## src/rtl/raw_pixel_unpacker.sv

```systemverilog
// raw_pixel_unpacker: CSI-2 RAW8/RAW10 payload bytes to 10-bit pixels with X/Y.
// Define RAW_PIXEL_UNPACKER_RAW10_EN to enable RAW10 (0x2B) decoding.
module raw_pixel_unpacker #(
  parameter int BUFFER_BYTES = 12
) (
  input  logic            clock,
  input  logic            reset,
  input  logic [3:0][7:0] image_data,
  input  logic [2:0]      image_data_bytes,
  input  logic [5:0]      image_data_type,
  input  logic            image_data_enable,
  input  logic            frame_start,
  input  logic            line_start,
  output logic [9:0]      pixel,
  output logic            pixel_valid,
  input  logic            pixel_ready,
  output logic [15:0]     pixel_x,
  output logic [15:0]     pixel_y,
  output logic            overflow,
  output logic [15:0]     dropped_words
);
  localparam int BB = BUFFER_BYTES;
  localparam logic [5:0] DT_RAW8 = 6'h2A;
  localparam logic [5:0] DT_RAW10 = 6'h2B;
  localparam logic [5:0] PUSH_MAX = 6'(BB - 4);
`ifdef RAW_PIXEL_UNPACKER_RAW10_EN
  localparam bit HAS_RAW10 = 1'b1;
`else
  localparam bit HAS_RAW10 = 1'b0;
`endif

  logic [7:0]  buf_q [BB];
  logic [5:0]  cnt_q;
  logic        mode_q;
  logic [1:0]  grp_q;
  logic [9:0]  pix_q;
  logic        pv_q;
  logic [15:0] px_q, py_q;
  logic [15:0] col_q, row_q;
  logic        first_q;
  logic        ovf_q;
  logic [15:0] drop_q;

  logic        is8, is10, sup;
  logic        flush, push, load, mode_n;
  logic [5:0]  occ, tot, pop, cnt_d;
  logic [1:0]  grp_s, grp_d;
  logic [7:0]  cmb [BB+5];
  logic [7:0]  buf_d [BB];
  logic [7:0]  pb;
  logic [1:0]  lo;
  logic [9:0]  pix_d;
  logic [15:0] col_n, row_n;
  logic        first_n;

  always_comb begin
    is8 = image_data_type == DT_RAW8;
    is10 = HAS_RAW10 && image_data_type == DT_RAW10;
    sup = is8 || is10;
    // type change or an incomplete RAW10 residue at line start empties the buffer
    flush = (image_data_enable && sup && is10 != mode_q) ||
            (line_start && mode_q && grp_q == 2'd0 && cnt_q < 6'd5);
    occ = flush ? 6'd0 : cnt_q;
    push = image_data_enable && sup && occ <= PUSH_MAX;
    tot = occ + (push ? {3'd0, image_data_bytes} : 6'd0);
    mode_n = push ? is10 : mode_q;
    grp_s = flush ? 2'd0 : grp_q;

    // buffered bytes followed by this cycle's word
    for (int i = 0; i < BB; i++) cmb[i] = buf_q[i];
    for (int i = BB; i < BB + 5; i++) cmb[i] = 8'd0;
    for (int i = 0; i < BB; i++)
      for (int j = 0; j < 4; j++)
        if (push && j < int'(image_data_bytes) && i == int'(occ) + j)
          cmb[i] = image_data[j];

    unique case (grp_s)
      2'd0: begin pb = cmb[0]; lo = cmb[4][1:0]; end
      2'd1: begin pb = cmb[1]; lo = cmb[4][3:2]; end
      2'd2: begin pb = cmb[2]; lo = cmb[4][5:4]; end
      2'd3: begin pb = cmb[3]; lo = cmb[4][7:6]; end
    endcase
    pix_d = mode_n ? {pb, lo} : {cmb[0], 2'b00};

    load = (mode_n ? tot >= 6'd5 : tot != 6'd0) && (!pv_q || pixel_ready);
    pop = !load ? 6'd0 : !mode_n ? 6'd1 : grp_s == 2'd3 ? 6'd5 : 6'd0;
    grp_d = (load && mode_n) ? grp_s + 2'd1 : grp_s;
    cnt_d = tot - pop;
    for (int i = 0; i < BB; i++)
      buf_d[i] = pop == 6'd1 ? cmb[i+1] : pop == 6'd5 ? cmb[i+5] : cmb[i];

    first_n = first_q;
    row_n = row_q;
    col_n = col_q;
    if (frame_start) begin
      row_n = 16'd0;
      first_n = 1'b1;
    end
    if (line_start) begin
      col_n = 16'd0;
      if (first_n) first_n = 1'b0;
      else row_n = row_n + 16'd1;
    end
  end

  always_ff @(posedge clock or posedge reset) begin
    if (reset) begin
      for (int i = 0; i < BB; i++) buf_q[i] <= 8'd0;
      cnt_q <= 6'd0;
      mode_q <= 1'b0;
      grp_q <= 2'd0;
      pix_q <= 10'd0;
      pv_q <= 1'b0;
      px_q <= 16'd0;
      py_q <= 16'd0;
      col_q <= 16'd0;
      row_q <= 16'd0;
      first_q <= 1'b1;
      ovf_q <= 1'b0;
      drop_q <= 16'd0;
    end else begin
      for (int i = 0; i < BB; i++) buf_q[i] <= buf_d[i];
      cnt_q <= cnt_d;
      mode_q <= mode_n;
      grp_q <= grp_d;
      first_q <= first_n;
      row_q <= row_n;
      col_q <= load ? col_n + 16'd1 : col_n;
      pv_q <= load || (pv_q && !pixel_ready);
      if (load) begin
        pix_q <= pix_d;
        px_q <= col_n;
        py_q <= row_n;
      end
      if (image_data_enable && sup && !push) ovf_q <= 1'b1;
      if (image_data_enable && !sup && drop_q != 16'hFFFF)
        drop_q <= drop_q + 16'd1;
    end
  end

  assign pixel = pix_q;
  assign pixel_valid = pv_q;
  assign pixel_x = px_q;
  assign pixel_y = py_q;
  assign overflow = ovf_q;
  assign dropped_words = drop_q;
endmodule

```

## config.mk

```make
export PLATFORM = sky130hd
export DESIGN_NAME = raw_pixel_unpacker
export DESIGN_NICKNAME = d
export VERILOG_FILES = /design/src/rtl/raw_pixel_unpacker.sv
export SDC_FILE = /design/constraint.sdc
export NUM_CORES = 1
export LEC_CHECK = 0
export CAP_MARGIN = 0
export CORE_ASPECT_RATIO = 0.6
export CORE_UTILIZATION = 55
export CTS_BUF_LIST = sky130_fd_sc_hd__clkbuf_4
export CTS_CLUSTER_DIAMETER = 50
export DETAILED_ROUTE_END_ITERATION = 10
export PLACE_DENSITY = 0.79
export SYNTH_ARGS = -nofsm -noshare
export SYNTH_HDL_FRONTEND = slang
export SYNTH_SLANG_ARGS = --single-unit
```

## constraint.sdc

```tcl
create_clock -name clock -period 6.5 [get_ports clock]
set_input_delay 0.975 -clock clock [delete_from_list [all_inputs] [get_ports clock]]
set_output_delay 0.975 -clock clock [all_outputs]
set_load 0.03 [all_outputs]
```

==> run_results.csv, run 1 <==
group,metric,value,unit
timing,hold_violations,0,
detailed_routing,drt_first_iter_violations,2486,
floorplanning,die_y,126.6,µm
clock_tree,root_buffer,"clkbuf_4",
synth,yosysTopAreaCellShare,0.3467,
place,dp_slack,0.5316,ns
clock_tree,ctsHoldBuffers,0,
place,place.gp.congestion,1.078,
clock_tree,clkSinkCount,198,
timing,worst_slew_pin_slew,1.295,ns
detailed_routing,routed_via_density,7.299,
detailed_routing,via_count,14708,
synth,yosys.cell_count.top_type,"dfrtp_1",
place,dpl_cell_area,0.01554,mm²
timing,fmax,183.7,MHz
synth,ys_ff_latch,198,
pwr,internal_power,2.240,mW
clock_tree,worstSkewPairLatency,0.67,ns
timing,drv_slew,0,
pwr,switching_share,0.4748,
critical_path,crit_family,"simple AND/OR/NAND/NOR gates",
synth,netlist_instances,1627,
synth,ys_warn_count,0,
clock_tree,cts_max_path_buffers,2,
synth,async_flop_share,1.000,
floorplanning,core-area,0.02534,mm²
pwr,p_comb_frac,0.475,
final_layout,drive_gt1_frac,0.1241,
timing,rsz0062_at_grt,"false",
timing,fin_ws,1.056,ns
timing,slew_headroom,0.1354,
global_routing,grt-ovfl-total,0,
synth,synth.distinct_cells,105,
critical_path,worstPathRequired,7.10,ns
pwr,p_leak,6.598,nW
detailed_routing,wirelength,61790,µm
timing,setup_viol,0,
critical_path,cp_data_arrival_time,6.04,ns
global_routing,grt_usage,0.4648,
floorplanning,design.die.area,0.02652,mm²
clock_tree,postCtsSetupBuffers,0,
final_layout,final_util,0.6252,
final_layout,nNetsFinal,1734,
synth,yosys-top-cells-count,"197 x dfrtp_1, 181 x nand2_1, 116 x nor2_1, 98 x mux2i_1, 96 x o21ai_0",
synth,syn-cell-area,0.01422,mm²
critical_path,endpoint_kind,"flop",
synth,synth_area_per_cell,8.740,µm²
global_routing,grt_pass1_vias,13385,
final_layout,syn2layout_area_growth,11.40,%
status,status,"completed",
final_layout,final_cell_area,0.01584,mm²
timing,finalCritPeriodShare,0.8375,
job,cap_violations,0,
critical_path,crit_buf_inv,3,
timing,final.setup.tns,0,ns
pwr,power,4.265,mW
timing,min_period,5.444,ns
clock_tree,cts_tree,"done",
synth,synth_top_cells_by_area,"dfrtp_1 35%, mux2i_1 6.9%, nand2_1 4.8%, mux2_2 3.7%, o21ai_0 3.4%",
synth,yosysSeqAreaShare,0.3485,
final_layout,fin_cells,2015,
synth,synth_nets,1690,
global_routing,grt_start_max_net_pins,89,
synth,synth_edf_count,0,
clock_tree,htree_num_levels,4,
synth,ys.flop_type,"dfrtp_1",
detailed_routing,dr.pass1.iters,6,
timing,hold_ws,0.4731,ns
detailed_routing,wl_per_cell,30.67,µm
place,dp.cells,1981,
floorplanning,io_pins,107,
floorplanning,start_util,0.5612,
place,io_buffers,106,
synth,synth_area_leader_cell,"dfrtp_1",
timing,finalClockSkew,0.02569,ns
critical_path,crit_path_frequent_cell,"nand3_1",
global_routing,grt_antenna_before_repair,1,
min_path,hold_path.class,"reg2reg",
pwr,power_density,269.2,mW/mm²
critical_path,crit_path_max_incr_delay,0.56,ns
critical_path,cpMaxStageDelayCell,"fa_1",
clock_tree,numCtsBuffers,17,
pwr,switchingPower,2.025,mW
critical_path,cp_cell_sequence,"clkdlybuf4s50_1, nor4b_2, nand4_1, nand3_1, inv_1, fa_1, xor2_1, o21ai_0, a31o_2, o21a_1, a21oi_4, buf_4, nand3_1, or3_1, a21oi_1",
critical_path,cp-start-kind,"primary input",
pwr,ir_drop,230.9,µV
clock_tree,clk_pin_slew_worst_paths,0.18,ns
floorplanning,placementRows,45,
pwr,pwr-share-clk,0.166,
detailed_routing,ant_nets,0,
floorplanning,die_x,209.6,µm
critical_path,criticalPathCategory,"in2reg",
detailed_routing,drcViolationCount,0,
place,dpl.hpwl,44740,µm
clock_tree,cts.repair.resized,0,
critical_path,crit_fanout,46,
global_routing,grt_first_pass_wirelength,89760,µm
pwr,seqPwrFrac,0.359,
==> metal layers <==
layer  share of wire  track usage
met1            0.42       0.6657
met2            0.37       0.5843
met3            0.17       0.2411
met4           0.041       0.1576
met5         0.00052     0.009074
==> area by class of cell <==
cell class                      instances  area, µm²
Multi-Input combinational cell       1268       8598
Clock buffer                           18      135.1
Tap cell                              329      411.6
Fill cell                            2185       9495
Clock inverter                         14      163.9
Sequential cell                       198       4956
Timing Repair Buffer                  160       1466
Antenna cell                            2      5.005
Inverter                               26      105.1
==> flip-flops by register name, summed over array words and instances, names as in the netlist <==
name and count:
row_q 16, first_q 1, pixel 10, col_q 16, overflow 1, mode_q 1
pixel_valid 1, dropped_words 16, pixel_y 16, grp_q 2, cnt_q 6, pixel_x 16
buf_q 96
==> cell families (layout without fill, tap and decap cells) <==
kind of cell	after synthesis	count (layout)	synth area share
and+or+nand+nor	606	606	0.2221
other	0	2	0
DFF	198	198	0.3485
adders and majority gates	16	16	0.01461
xor gates and xnor gates	49	49	0.03071
muxes	147	147	0.1078
buffers and inverters	161	218	0.04962
AOI/OAI and AO/OA	450	450	0.2267
==> power by group through the flow <==
stage	Clock, mW	Sequential (mW)	Combinational [mW]
floorplan	0	1.59	1.21
global placement	0	1.54	1.92
detailed placement	0	1.55	1.91
CTS	0.711	1.52	1.92
global route	0.756	1.54	2.10
finish	0.708	1.53	2.03
==> path summary, 6_finish.rpt <==
kind                       slack (ns)  depth (start not counted)         to       start
min reg2reg                      0.47                          1  col_q[15]   col_q[15]
max reg2reg                      1.11                         12   pixel[4]    cnt_q[1]
max in group asynchronous        4.48                          3  buf_q[31]       reset
min in group asynchronous        0.81                          2  buf_q[81]       reset
max                              1.06                         15  col_q[11]  line_start
min                              0.47                          1  col_q[15]   col_q[15]
==> layout by cell type (no fill, tap or decap), drive strengths merged, types with 24 or more instances in the layout <==
| cell | instances |
|---|---|
| nor2 | 116 |
| o211ai | 33 |
| o21ai | 100 |
| mux2 | 49 |
| nand2 | 185 |
| o22ai | 60 |
| nand2b | 30 |
| xnor2 | 32 |
| a21oi | 67 |
| a211o | 24 |
| clkdlybuf4s50 | 106 |
| mux2i | 98 |
| inv | 28 |
| nor3 | 51 |
| nand3 | 59 |
| nand4 | 33 |
| buf | 54 |
| dfrtp | 197 |
No activity file was read; power rests on OpenSTA's default activity.
==> inputs of run 2 (changes only) <==
--- a/config.mk
+++ b/config.mk
@@ -11,7 +11,7 @@
 export CTS_BUF_LIST = sky130_fd_sc_hd__clkbuf_4
 export CTS_CLUSTER_DIAMETER = 50
 export DETAILED_ROUTE_END_ITERATION = 10
-export PLACE_DENSITY = 0.79
+export PLACE_DENSITY = 0.76
 export SYNTH_ARGS = -nofsm -noshare
 export SYNTH_HDL_FRONTEND = slang
 export SYNTH_SLANG_ARGS = --single-unit
==> constraint.sdc (replaced) <==
create_clock -name clock -period 5.35 [get_ports clock]
set_input_delay 0.8025 -clock clock [delete_from_list [all_inputs] [get_ports clock]]
set_output_delay 0.8025 -clock clock [all_outputs]
set_load 0.03 [all_outputs]
==> run 2 against run 1 <==
Effect of this change: non-clock buffer count is 42 higher; combinational power is 27% higher; highest routed layer unchanged; routed wire length is 0.46% lower; clock skew is 0.034 ns higher; cell area is 2.3% higher; die area stayed put; worst hold slack better by 0.0087 ns; critical path depth stayed put; flip-flop and latch count stayed put; largest cell class unchanged; via count is 1.3% higher.
==> run_results.csv, run 2 (synthesis gave the netlist of run 1 again) <==
group,metric,value,unit
status,status,"completed",
timing,finalCritPeriodShare,0.9392,
detailed_routing,dr.pass1.iters,9,
floorplanning,design.die.area,0.02652,mm²
detailed_routing,drt_first_iter_violations,2808,
critical_path,crit_fanout,20,
pwr,power_density,329.4,mW/mm²
detailed_routing,routed_via_density,7.242,
floorplanning,die_x,209.6,µm
global_routing,grt_first_pass_wirelength,89870,µm
final_layout,fin_cells,2057,
clock_tree,cts.repair.resized,0,
detailed_routing,wirelength,61510,µm
final_layout,largest_reg_flops,96,
clock_tree,clk_pin_slew_worst_paths,0.20,ns
final_layout,drive_gt1_frac,0.1460,
pwr,p_comb_frac,0.481,
pwr,ir_drop,232.4,µV
timing,hold_violations,0,
global_routing,grt_pass1_vias,13804,
timing,setup_viol,0,
final_layout,nNetsFinal,1776,
timing,drv_slew,0,
clock_tree,cts_max_path_buffers,2,
critical_path,cp_data_arrival_time,5.65,ns
critical_path,cp-start-kind,"flop",
place,place.gp.congestion,1.090,
clock_tree,cts_tree,"done",
floorplanning,placementRows,45,
final_layout,final_cell_mix,"197 x dfrtp_1, 180 x nand2_1, 115 x nor2_1",
pwr,seqPwrFrac,0.346,
global_routing,grt_start_max_net_pins,100,
detailed_routing,wl_per_cell,29.90,µm
global_routing,use_met3,0.2473,
timing,rsz0062_at_grt,"false",
detailed_routing,ant_nets,0,
clock_tree,postCtsSetupBuffers,0,
place,dpl.hpwl,44950,µm
place,dp.cells,2023,
clock_tree,worstSkewPairLatency,0.73,ns
global_routing,grt_antenna_before_repair,1,
place,io_buffers,106,
global_routing,grtUsageMet2,0.5765,
place,dp_slack,-0.1719,ns
global_routing,grt_usage,0.4633,
clock_tree,htree_num_levels,4,
min_path,hold_path.class,"reg2reg",
final_layout,final_util,0.6395,
timing,fmax,199.0,MHz
critical_path,endpoint_kind,"flop",
pwr,p_leak,6.809,nW
floorplanning,io_pins,107,
pwr,switchingPower,2.546,mW
clock_tree,numCtsBuffers,17,
final_layout,final_common_cell,"dfrtp_1",
pwr,switching_share,0.4770,
floorplanning,start_util,0.5612,
timing,fin_ws,0.3252,ns
clock_tree,root_buffer,"clkbuf_4",
final_layout,syn2layout_area_growth,13.95,%
pwr,internal_power,2.792,mW
detailed_routing,drcViolationCount,0,
timing,finalClockSkew,0.05968,ns
timing,worst_slew_pin_slew,1.201,ns
pwr,pwr-share-clk,0.173,
final_layout,top_register,"buf_q",
global_routing,grt-busiest-layer,"met1",
timing,min_period,5.025,ns
global_routing,grt-ovfl-total,0,
job,cap_violations,0,
timing,slew_headroom,0.1969,
critical_path,worstPathRequired,5.98,ns
clock_tree,clkSinkCount,198,
global_routing,use_met1,0.6637,
clock_tree,ctsHoldBuffers,0,
critical_path,criticalPathCategory,"reg2reg",
floorplanning,core-area,0.02534,mm²
detailed_routing,via_count,14896,
floorplanning,die_y,126.6,µm
==> run 2: changes by cell type in the layout (fill, tap and decap cells not counted) <==
cell	previous run	this run
inv_8	4	5
clkinv_2	1	0
buf_12	0	3
clkinvlp_4	1	3
clkinv_4	2	1
clkinv_1	4	3
buf_4	54	93
==> run 2: power by group through the flow <==
stage	clock network [mW]	logic, mW	registers [mW]
global placement	0	2.41	1.86
finish	0.925	2.57	1.84
CTS	0.918	2.43	1.84
detailed placement	0	2.42	1.86
global route	0.971	2.65	1.86
floorplan	0	1.48	1.93
==> run 2: stage by stage <==
step | total power [mW] | cell area [µm²] | hold WS [ns] | TNS [ns]
after floorplan | 3.404 | 14220 | 0.4241 | 0
after global placement | 4.269 | 15890 | 0.4375 | 0
after detailed placement | 4.282 | 15890 | 0.4440 | -0.1719
after CTS | 5.183 | 16200 | 0.4843 | 0
after global routing | 5.482 | 16200 | 0.5043 | 0
final | 5.338 | 16200 | 0.4818 | 0
==> run 2: worst max-delay path: stages (launching register included) <==
cell and delay, ns:
dfrtp_1 0.91, o21ai_0 0.28, nand4_1 0.20, nand3_1 0.12, inv_1 0.19, buf_4 0.20
ha_1 0.42, nand2_1 0.18, nor4_2 0.27, a22oi_2 0.24, nor2_1 0.63, a21boi_0 0.22
a21oi_1 0.55, buf_4 0.22, a21oi_1 0.04, a211oi_1 0.24
==> run 2: worst paths after layout <==
kind / startpoint / end / slack [ns] / cells after the start
max: cnt_q[0] / buf_q[56] / 0.33 / 15
min: overflow / overflow / 0.48 / 1
max reg2reg: cnt_q[0] / buf_q[56] / 0.33 / 15
min reg2reg: overflow / overflow / 0.48 / 1
max in group asynchronous: reset / buf_q[70] / 3.65 / 3
min in group asynchronous: reset / cnt_q[2] / 0.58 / 2
==> run 2: metal layers <==
metal / vias up / part of all wire
li1: 6198 / -
met1: 7185 / 0.42
met2: 1301 / 0.37
met3: 210 / 0.18
met4: 2 / 0.032
met5: - / 0.0014
==> run 2: final cells by class <==
type / count / area [µm²]
Tap cell: 329 / 411.6
Sequential cell: 198 / 4956
Antenna cell: 2 / 5.005
Fill cell: 2162 / 9134
Clock inverter: 14 / 176.4
Clock buffer: 18 / 135.1
Inverter: 26 / 101.3
Multi-Input combinational cell: 1268 / 8598
Timing Repair Buffer: 202 / 1819
